**src/rtl/thermometer_pkg.sv**
```systemverilog
// Shared constants and frame formatting for the TMP125 temperature-sensor emulator.
package thermometer_pkg;

  localparam int c_temp_w    = 10;
  localparam int c_frame_w   = 16;
  localparam int c_calc_w    = 12;
  localparam int c_temp_min  = -220;
  localparam int c_temp_max  = 500;
  localparam int c_amb_step  = 1;
  localparam int c_hvac_step = 4;

  // Sensor word: sign-extended reading left-justified below a zero MSB.
  function automatic logic [c_frame_w-1:0] make_frame(input logic [c_temp_w-1:0] temp);
    return {1'b0, temp, 5'b00000};
  endfunction

endpackage

```
**src/rtl/therm_spi_tx.sv**
```systemverilog
// Read-only SPI transmitter: reloads the sensor frame while deselected, shifts MSB first while selected.
module therm_spi_tx
  import thermometer_pkg::*;
#(
  parameter logic [c_frame_w-1:0] g_reset_frame = 16'h0000
) (
  input  logic                 clk,
  input  logic                 rst_n,
  input  logic                 cs_n,
  input  logic [c_frame_w-1:0] frame,
  output logic                 so
);

  logic [c_frame_w-1:0] shift_r;
  logic                 armed_r;

  // Load on deselect, shift on select; armed blocks output after a reset until CS is seen high.
  always_ff @(posedge clk or negedge rst_n) begin
    if (!rst_n) begin
      shift_r <= g_reset_frame;
      armed_r <= 1'b0;
    end else if (cs_n) begin
      shift_r <= frame;
      armed_r <= 1'b1;
    end else begin
      shift_r <= {shift_r[c_frame_w-2:0], 1'b0};
      armed_r <= armed_r;
    end
  end

  assign so = ~cs_n & armed_r & shift_r[c_frame_w-1];

endmodule

```
**config.mk**
```make
export PLATFORM = sky130hd
export DESIGN_NAME = therm_spi_tx
export DESIGN_NICKNAME = d
export VERILOG_FILES = /design/src/rtl/thermometer_pkg.sv /design/src/rtl/therm_spi_tx.sv
export SDC_FILE = /design/constraint.sdc
export NUM_CORES = 1
export LEC_CHECK = 0
export BUFFER_PORTS_ARGS = -buffer_cell sky130_fd_sc_hd__buf_2
export CELL_PAD_IN_SITES_DETAIL_PLACEMENT = 0
export CELL_PAD_IN_SITES_GLOBAL_PLACEMENT = 1
export CORE_MARGIN = 2
export CORE_UTILIZATION = 39
export DETAILED_ROUTE_END_ITERATION = 16
export PLACE_DENSITY_LB_ADDON = 0.12
export SKIP_LAST_GASP = 1
export SYNTH_ARGS = -nofsm -noshare
export SYNTH_HDL_FRONTEND = slang
export SYNTH_SLANG_ARGS = --single-unit
```
**constraint.sdc**
```tcl
create_clock -name clk -period 0.9 [get_ports clk]
set_input_delay 0 -clock clk [delete_from_list [all_inputs] [get_ports clk]]
set_output_delay 0 -clock clk [all_outputs]
set_load 0.1 [all_outputs]
```
==> metrics.md, run 1 <==
| Metric | Value |
|---|---|
| Tcrit/Tclk final | 1.18 |
| Final std cells w/o fill | 94 |
| Yosys cell types | 8 |
| Pre-CTS setup slack | 0.0123 ns |
| Number of max-cap violations | 0 |
| Maximum fanout along the worst path | 2 |
| Area of the multi-input gates | 219 µm² |
| Final number of hold-violating endpoints | 0 |
| Crit. End Element | output pin |
| Fraction of registers with async set/reset | 1.00 |
| Initial DRC count | 1 |
| Cell Rows | 15 |
| Mapped Avg Cell Area | 18.3 µm² |
| WL met2 | 578 µm |
| Crit Path Class | flop to output pin |
| Fill count | 129 |
| Clock transition at path regs | 0.11 ns |
| Tightest Pin Transition | 0.429 ns |
| Rel. slew slack | 0.714 |
| Ports | 20 |
| Synth Cell Area | 676 µm² |
| Final setup violating endpoints | 2 |
| Worst hold path class | input pin to asynchronous set/reset pin |
| Global-route wire length before repair | 1770 µm |
| Achievable Freq | 0.942 GHz |
| Synth warnings | 0 |
| Wirelength, routed | 1100 µm |
| GRT overflow | 0 |
| Initial antenna violation count | 0 |
| Clk_lat worst skew | 0.29 ns |
| Clk sink count | 17 |
| Largest net degree at the start of global routing | 19 |
| CORE AREA | 1670 µm² |
| WL per Instance | 11.7 µm |
| Via/cell ratio | 4.66 |
| Failing checks | negative setup slack |
| Via Count | 438 |
| Fin Clk Skew | 0.0104 ns |
| Pre-antenna DRT Iters | 2 |
| Worst r2r src | armed_r$_DFFE_PN0P_ |
| Synth cell count leaders | dfrtp_1 (17), mux2_2 (8), mux2_4 (7) |
| Layout cells sized above 1 | 0.545 |
| Leakage | 0.471 nW |
| Post-synth top area share | 0.630 |
| Top Layer Used | met3 |
| Chip width | 45.6 µm |
| Cell taking the most area after synthesis | dfrtp_1 |
| PwrDens | 1540 nW/µm² |
| Met1 WL | 451 µm |
| Number of synthesized register bits | 17 |
| Starting Density | 0.404 |
| Resized cells post-CTS | 0 |
| Crit path time final | 1.06 ns |
| Total die area | 2080 µm² |
| Root Driver | clkbuf_4 |
| RSZ-0062 raised after global routing | true |
| CTS buffer count | 3 |
| Htree depth | 1 |
| DR WL met3 | 73 µm |
| All-layer global routing usage | 0.131 |
| Main synth FF type | dfrtp_1 |
| WP data arrival | 1.06 ns |
| Seq/Total Area, Yosys | 0.630 |
| # diodes | 0 |
| Post-layout net count | 97 |
| TNS Setup | -0.194 ns |
| GPL Wtd Cong | 0.674 |
| Fin worst setup slack | -0.162 ns |
| Register Area | 425 µm² |
| Post-synth EDFFs | 0 |
| CTS tree | yes |
| Run status | finished with violations |
| CTS max path bufs | 2 |
| Count leader, synth | dfrtp_1 |
| CP Launch Type | flop |
| Peak supply drop | 1.33 mV |
| Worst Setup SP | armed_r$_DFFE_PN0P_ |
| Worst Path Required | 0.90 ns |
| Slew Limit Fails | 0 |
| Post-synth net total | 56 |
| Synth top area cells | dfrtp_1 (63%), mux2_4 (16%), mux2_2 (13%) |
| Syn-to-layout area delta | 46.7% |
| DRC viols | 0 |
| Vias in the first global route | 425 |
| Post-synthesis cell count | 37 |
| PortBufs | 19 |
| DP Wirelength | 673 µm |
| Post-route ant nets | 0 |
| Die Height | 45.6 µm |
| Placed Cells | 71 |
-- cell type report --
cell class / instances / share of cell area
Multi-Input combinational cell: 18 / 0.221
Sequential cell: 17 / 0.429
Timing Repair Buffer: 38 / 0.298
Clock inverter: 1 / 0.00758
Clock buffer: 3 / 0.0227
Tap cell: 17 / 0.0215
-- repair_timing --
item,in CTS,in global routing
endpoints found under the setup margin,1,1
endpoints found under the hold margin,33,0
buffers inserted,1,1
hold buffers,17,0
-- report_power, final --
| group | leakage, nW | internal, W | total [W] | switching (W) |
|---|---|---|---|---|
| Clock | 0.0139 | 0.000169 | 0.000416 | 0.000247 |
| Combinational | 0.259 | 0.000169 | 0.000263 | 0.0000934 |
| Sequential | 0.198 | 0.000830 | 0.000849 | 0.0000188 |
-- placed cells by master, fill, tap and decap left out --
cell            n
clkinvlp_4      1
mux2_4          7
buf_2          18
and3b_2         1
mux2_2          8
buf_4           2
dlygate4sd3_1  17
dfrtp_1        17
and2_2          1
clkbuf_4        3
buf_12          1
or2_1           1
-- logic make-up (layout without fill, tap and decap cells) --
kind of cell | after synthesis | in the layout | synth area share
flip-flops | 17 | 17 | 0.630
AND/OR/NAND/NOR | 3 | 3 | 0.0352
buffers and inverters | 2 | 42 | 0.0463
multiplexers | 15 | 15 | 0.289
-- worst max-delay path: stages, from the launching register on --
cell and delay, ns:
dfrtp_1 0.39, and3b_2 0.21, buf_12 0.16
-- worst paths after layout --
| path | to | slack [ns] | cells past startpoint |
|---|---|---|---|
| max | so | -0.16 | 2 |
| min | armed_r$_DFFE_PN0P_ | 0.14 | 2 |
| max reg2reg | armed_r$_DFFE_PN0P_ | -0.03 | 3 |
| min reg2reg | shift_r[8]$_DFF_PN0_ | 0.49 | 1 |
| max in group asynchronous | shift_r[10]$_DFF_PN0_ | 0.49 | 2 |
| min in group clk | shift_r[0]$_DFF_PN0_ | 0.21 | 2 |
-- sequential cells by signal, summed over array words and instances (netlist names) --
name and flops:
armed_r 1, shift_r 16
-- layer usage --
| layer | vias up | GRT usage |
|---|---|---|
| met5 | - | 0 |
| met1 | 219 | 0.133 |
| met4 | 0 | 0.0353 |
| met2 | 13 | 0.220 |
| li1 | 206 | - |
| met3 | 0 | 0.0833 |
-- metrics by stage --
step,utilization,total power (W),cell area [µm²],hold slack (ns)
4_1_cts,0.589,0.00155,983,0.142
3_3_place_gp,0.464,0.00106,776,-0.0783
6_report,0.593,0.00153,991,0.137
2_1_floorplan,-,0.00100,676,-0.296
5_1_grt,0.593,0.00163,991,0.137
3_5_place_dp,0.464,0.00107,776,-0.0605
(Power assumes the default switching activity.)
==> run 2, diff against run 1 <==
REMOVE_ABC_BUFFERS = 1   (was unset)
==> run 2 against run 1 <==
Effect of this change: the run still ends with negative setup slack left; clock power decreased by 7.7%; flip-flop and latch count is the same; routed wire length grew 0.73%; cell area decreased by 1.9%; die area did not move; global-route usage decreased by 1.2 points; sequential share of layout area rose by 0.83 points; non-clock buffer count decreased by 2; clock skew is 0.0035 ns lower; critical endpoint unchanged; largest cell class unchanged; largest power group unchanged; highest routed layer unchanged.
==> metrics.md, run 2 (synthesized netlist as in run 1, its figures left out) <==
| Metric | Value |
|---|---|
| Run status | finished with violations |
| Failing checks | negative setup slack |
| Leakage | 0.464 nW |
| Tightest Pin Transition | 0.428 ns |
| # diodes | 0 |
| Initial DRC count | 0 |
| Area of the multi-input gates | 219 µm² |
| Crit. End Element | output pin |
| Total die area | 2080 µm² |
| Pre-antenna DRT Iters | 1 |
| Biggest register | shift_r |
| Final setup violating endpoints | 1 |
| RSZ-0062 raised after global routing | true |
| Achievable Freq | 0.975 GHz |
| Placed Cells | 71 |
| Post-layout net count | 95 |
| Worst Path Required | 0.90 ns |
| WL per Instance | 12.1 µm |
| Slowest cell on crit path | dfrtp_1 |
| Global-route wire length before repair | 1640 µm |
| Dpl cell area | 776 µm² |
| Post-route ant nets | 0 |
| Post-route cell area | 972 µm² |
| Root Driver | clkbuf_4 |
| Cell Rows | 15 |
| Chip width | 45.6 µm |
| Biggest regs | shift_r (16), armed_r (1) |
| Clk_lat worst skew | 0.28 ns |
| PwrDens | 1540 nW/µm² |
| Final std cells w/o fill | 92 |
| Die Height | 45.6 µm |
| Crit-path cells | and3b_2 -> buf_12 |
| Vias in the first global route | 406 |
| GPL Wtd Cong | 0.740 |
| Largest net degree at the start of global routing | 19 |
| Number of max-cap violations | 0 |
| CP Launch Type | flop |
| Slew Limit Fails | 0 |
| Worst hold path class | input pin to asynchronous set/reset pin |
| Maximum fanout along the worst path | 1 |
| DRC viols | 0 |
| PortBufs | 19 |
| Wirelength, routed | 1110 µm |
| CTS tree | yes |
| Htree depth | 1 |
| Via Count | 402 |
| Layout cells sized above 1 | 0.520 |
| Top Layer Used | met3 |
| Setup bufs post-CTS | 0 |
| Final number of hold-violating endpoints | 0 |
| CP peak stage delay | 0.36 ns |
| Via/cell ratio | 4.37 |
| Tcrit/Tclk final | 1.14 |
| Clock transition at path regs | 0.09 ns |
| Fin Clk Skew | 0.00693 ns |
| Syn-to-layout area delta | 43.9% |
| Resized cells post-CTS | 0 |
| CTS max path bufs | 2 |
| Fill count | 141 |
| Rel. slew slack | 0.715 |
| CORE AREA | 1670 µm² |
| Initial antenna violation count | 0 |
| DR WL met3 | 52 µm |
| CP Buf/Inv Count | 1 |
| CP top delay family | flip-flops |
| Met1 WL | 514 µm |
| Register Area | 425 µm² |
| Max reg flops | 16 |
| CTS buffer count | 3 |
| Fin Hold WS | 0.160 ns |
| WP data arrival | 1.03 ns |
| Layout Utilization | 0.582 |
| Peak supply drop | 0.951 mV |
| Ports | 20 |
| Crit Path Class | flop to output pin |
| All-layer global routing usage | 0.118 |
| GRT overflow | 0 |
| WL met2 | 544 µm |
| Most common cell after layout, fill and taps aside | buf_2 |
| Clk sink count | 17 |
| Starting Density | 0.404 |
| Fin worst setup slack | -0.126 ns |
| Most frequent cells in the layout | buf_2 (18), dfrtp_1 (17), dlygate4sd3_1 (17), mux2_2 (8), mux2_4 (7) |
| Crit path time final | 1.03 ns |
-- run 2: cell type report --
cell class | instances | area share
Clock buffer | 4 | 0.0270
Multi-Input combinational cell | 18 | 0.225
Sequential cell | 17 | 0.438
Tap cell | 17 | 0.0219
Timing Repair Buffer | 36 | 0.288
-- run 2: final timing paths --
check	from	endpoint	slack [ns]	depth (start not counted)
min in group clk	cs_n	shift_r[0]$_DFF_PN0_	0.23	2
setup / recovery	shift_r[15]$_DFF_PN0_	so	-0.13	2
setup reg to reg	shift_r[9]$_DFF_PN0_	shift_r[10]$_DFF_PN0_	0.14	1
hold reg to reg	armed_r$_DFFE_PN0P_	armed_r$_DFFE_PN0P_	0.46	1
hold / removal	rst_n	shift_r[9]$_DFF_PN0_	0.16	2
max in group asynchronous	rst_n	shift_r[15]$_DFF_PN0_	0.46	2
-- run 2: power by group --
part | total [W] | leakage (nW) | switching, W | internal [W]
registers | 0.000849 | 0.198 | 0.0000191 | 0.000830
logic | 0.000264 | 0.251 | 0.0000951 | 0.000169
clock network | 0.000384 | 0.0150 | 0.000212 | 0.000172
-- run 2: timing repair --
item,in CTS,in global routing
hold endpoints to repair,33,0
setup endpoints to repair,1,1
gates cloned,0,0
pin swaps,0,0
hold buffers,17,0
-- run 2: metal layers --
layer	global-route usage	vias up
li1	-	200
met1	0.132	188
met2	0.206	14
met3	0.0238	0
met4	0.0706	0
met5	0	-
-- run 2: stage by stage --
stage,TNS [ns],total power [W],worst slack (ns)
finish,-0.126,0.00150,-0.126
global route,-0.181,0.00159,-0.181
CTS,-0.150,0.00153,-0.150
detailed placement,0,0.00108,0.0132
global placement,0,0.00106,0.0595
floorplan,0,0.000976,0.0899
==> run 3, diff against run 2 <==
ABC_CLOCK_PERIOD_IN_PS = 900   (was unset)
RECOVER_POWER = 25   (was unset)
==> run 3 against run 2 <==
Effect of this change: the flow still finishes with violations (negative setup slack); combinational power hardly changed; largest power group unchanged; critical path depth stayed put; total power hardly changed; register-to-register slack hardly changed; critical path type unchanged; first-iteration DRC count stayed put; highest routed layer unchanged; routed wire length stayed put.
==> metrics.md, run 3 (synthesized netlist as in run 1, its figures left out) <==
| Metric | Value |
|---|---|
| Biggest regs | shift_r (16), armed_r (1) |
| CP Buf/Inv Count | 1 |
| Pint | 0.00117 W |
| Switching Share | 0.218 |
| Layout cells sized above 1 | 0.520 |
| Chip width | 45.6 µm |
| P_sw | 0.000326 W |
| Vias in the first global route | 406 |
| Run status | finished with violations |
| Fin Clk Skew | 0.00693 ns |
| Clk pwr share | 0.256 |
| Number of max-cap violations | 0 |
| Via/cell ratio | 4.37 |
| Largest net degree at the start of global routing | 19 |
| Fin Hold WS | 0.174 ns |
| Biggest register | shift_r |
| WP data arrival | 1.03 ns |
| Crit. End Element | output pin |
| Total die area | 2080 µm² |
| Crit path time final | 1.03 ns |
| DRC viols | 0 |
| Fin worst setup slack | -0.126 ns |
| WL per Instance | 12.1 µm |
| Worst Path Required | 0.90 ns |
| Tightest Pin Transition | 0.428 ns |
| Htree depth | 1 |
| Crit-path cells | and3b_2 -> buf_12 |
| Rel. slew slack | 0.715 |
| Setup bufs post-CTS | 0 |
| All-layer global routing usage | 0.118 |
| Slowest cell on crit path | dfrtp_1 |
| Ports | 20 |
| CTS tree | yes |
| Clk_lat worst skew | 0.28 ns |
| Worst r2r src | shift_r[9]$_DFF_PN0_ |
| Pre-CTS setup slack | 0.0132 ns |
| WP depth | 2 |
| Global-route wire length before repair | 1640 µm |
| Slew Limit Fails | 0 |
| Worst hold path class | input pin to asynchronous set/reset pin |
| GPL Wtd Cong | 0.740 |
| Clk sink count | 17 |
| CTS buffer count | 3 |
| CORE AREA | 1670 µm² |
| Cell Rows | 15 |
| Critical R2R Capture | shift_r[10]$_DFF_PN0_ |
| Peak supply drop | 0.951 mV |
| PwrDens | 1540 nW/µm² |
| GRT overflow | 0 |
| Crit Path Class | flop to output pin |
| CTS max path bufs | 2 |
| # diodes | 0 |
| Max reg flops | 16 |
| Tcrit/Tclk final | 1.14 |
| Pre-antenna DRT Iters | 1 |
| Via Count | 402 |
| CP top delay family | flip-flops |
| Layout Utilization | 0.582 |
| Wirelength, routed | 1110 µm |
| Initial antenna violation count | 0 |
| Post-route cell area | 972 µm² |
| CP Launch Type | flop |
| Fill count | 141 |
| Gate power share | 0.177 |
| Initial DRC count | 0 |
| Final setup violating endpoints | 1 |
| Final number of hold-violating endpoints | 0 |
| End point of the critical path | so |
| Dpl cell area | 776 µm² |
| Worst Setup SP | shift_r[15]$_DFF_PN0_ |
| Worst reg-to-reg path cell count | 1 |
| Leakage | 0.464 nW |
| Starting Density | 0.404 |
| Achievable Freq | 0.975 GHz |
| RSZ-0062 raised after global routing | true |
| Seq pwr share | 0.567 |
| Post-route ant nets | 0 |
| Syn-to-layout area delta | 43.9% |
| Clock transition at path regs | 0.09 ns |
| Post-layout net count | 95 |
| Maximum fanout along the worst path | 1 |
| Root Driver | clkbuf_4 |
| Die Height | 45.6 µm |
| Most frequent cells in the layout | dfrtp_1 (17), dlygate4sd3_1 (17), buf_2 (17), mux2_2 (8), mux2_4 (7) |
| Failing checks | negative setup slack |
| CP peak stage delay | 0.36 ns |
| PortBufs | 19 |
| Reg2reg setup slack | 0.14 ns |
## run 3: power by group through the flow
| stage | clock network, W | registers [W] | logic [W] |
|---|---|---|---|
| after floorplan | 0 | 0.000857 | 0.000119 |
| after global placement | 0 | 0.000863 | 0.000201 |
| final | 0.000384 | 0.000849 | 0.000264 |
| after CTS | 0.000411 | 0.000851 | 0.000268 |
| after global routing | 0.000444 | 0.000857 | 0.000285 |
| after detailed placement | 0 | 0.000867 | 0.000210 |
## run 3: area by class of cell
cell class	instances	area, µm²	area share
flip-flops and latches	17	425	0.438
repair buffers	36	280	0.288
multi-input cells	18	219	0.225
clock buffers	4	26.3	0.0270
well taps	17	21.3	0.0219
## run 3: worst min path at each step
stage | slack [ns] | to | startpoint
2_1_floorplan | -0.30 | armed_r$_DFFE_PN0P_ | rst_n
3_3_place_gp | -0.08 | shift_r[13]$_DFF_PN0_ | rst_n
3_5_place_dp | -0.06 | shift_r[9]$_DFF_PN0_ | rst_n
4_1_cts | 0.15 | shift_r[9]$_DFF_PN0_ | rst_n
5_1_grt | 0.20 | shift_r[9]$_DFF_PN0_ | rst_n
6_report | 0.17 | shift_r[9]$_DFF_PN0_ | rst_n
## run 3: what timing repair did
| action | CTS | global route |
|---|---|---|
| cloned | 0 | 0 |
| gates resized for setup | 0 | 0 |
| hold buffers | 17 | 0 |
| setup endpoints to repair | 1 | 1 |
| hold endpoints to repair | 33 | 0 |
## run 3: metal layers
| metal | vias up | wire (µm) | global-route usage | part of all wire |
|---|---|---|---|---|
| li1 | 200 | - | - | - |
| met1 | 188 | 513 | 0.132 | 0.46 |
| met2 | 14 | 544 | 0.206 | 0.49 |
| met3 | 0 | 52 | 0.0238 | 0.047 |
| met4 | 0 | 0 | 0.0706 | 0 |
| met5 | - | 0 | 0 | 0 |
## run 3: stage by stage
step / total power [W] / instances / TNS (ns)
2_1_floorplan: 0.000976 / 35 / 0
3_3_place_gp: 0.00106 / 71 / 0
3_5_place_dp: 0.00108 / 71 / 0
4_1_cts: 0.00153 / 92 / -0.150
5_1_grt: 0.00159 / 92 / -0.181
6_report: 0.00150 / 92 / -0.126
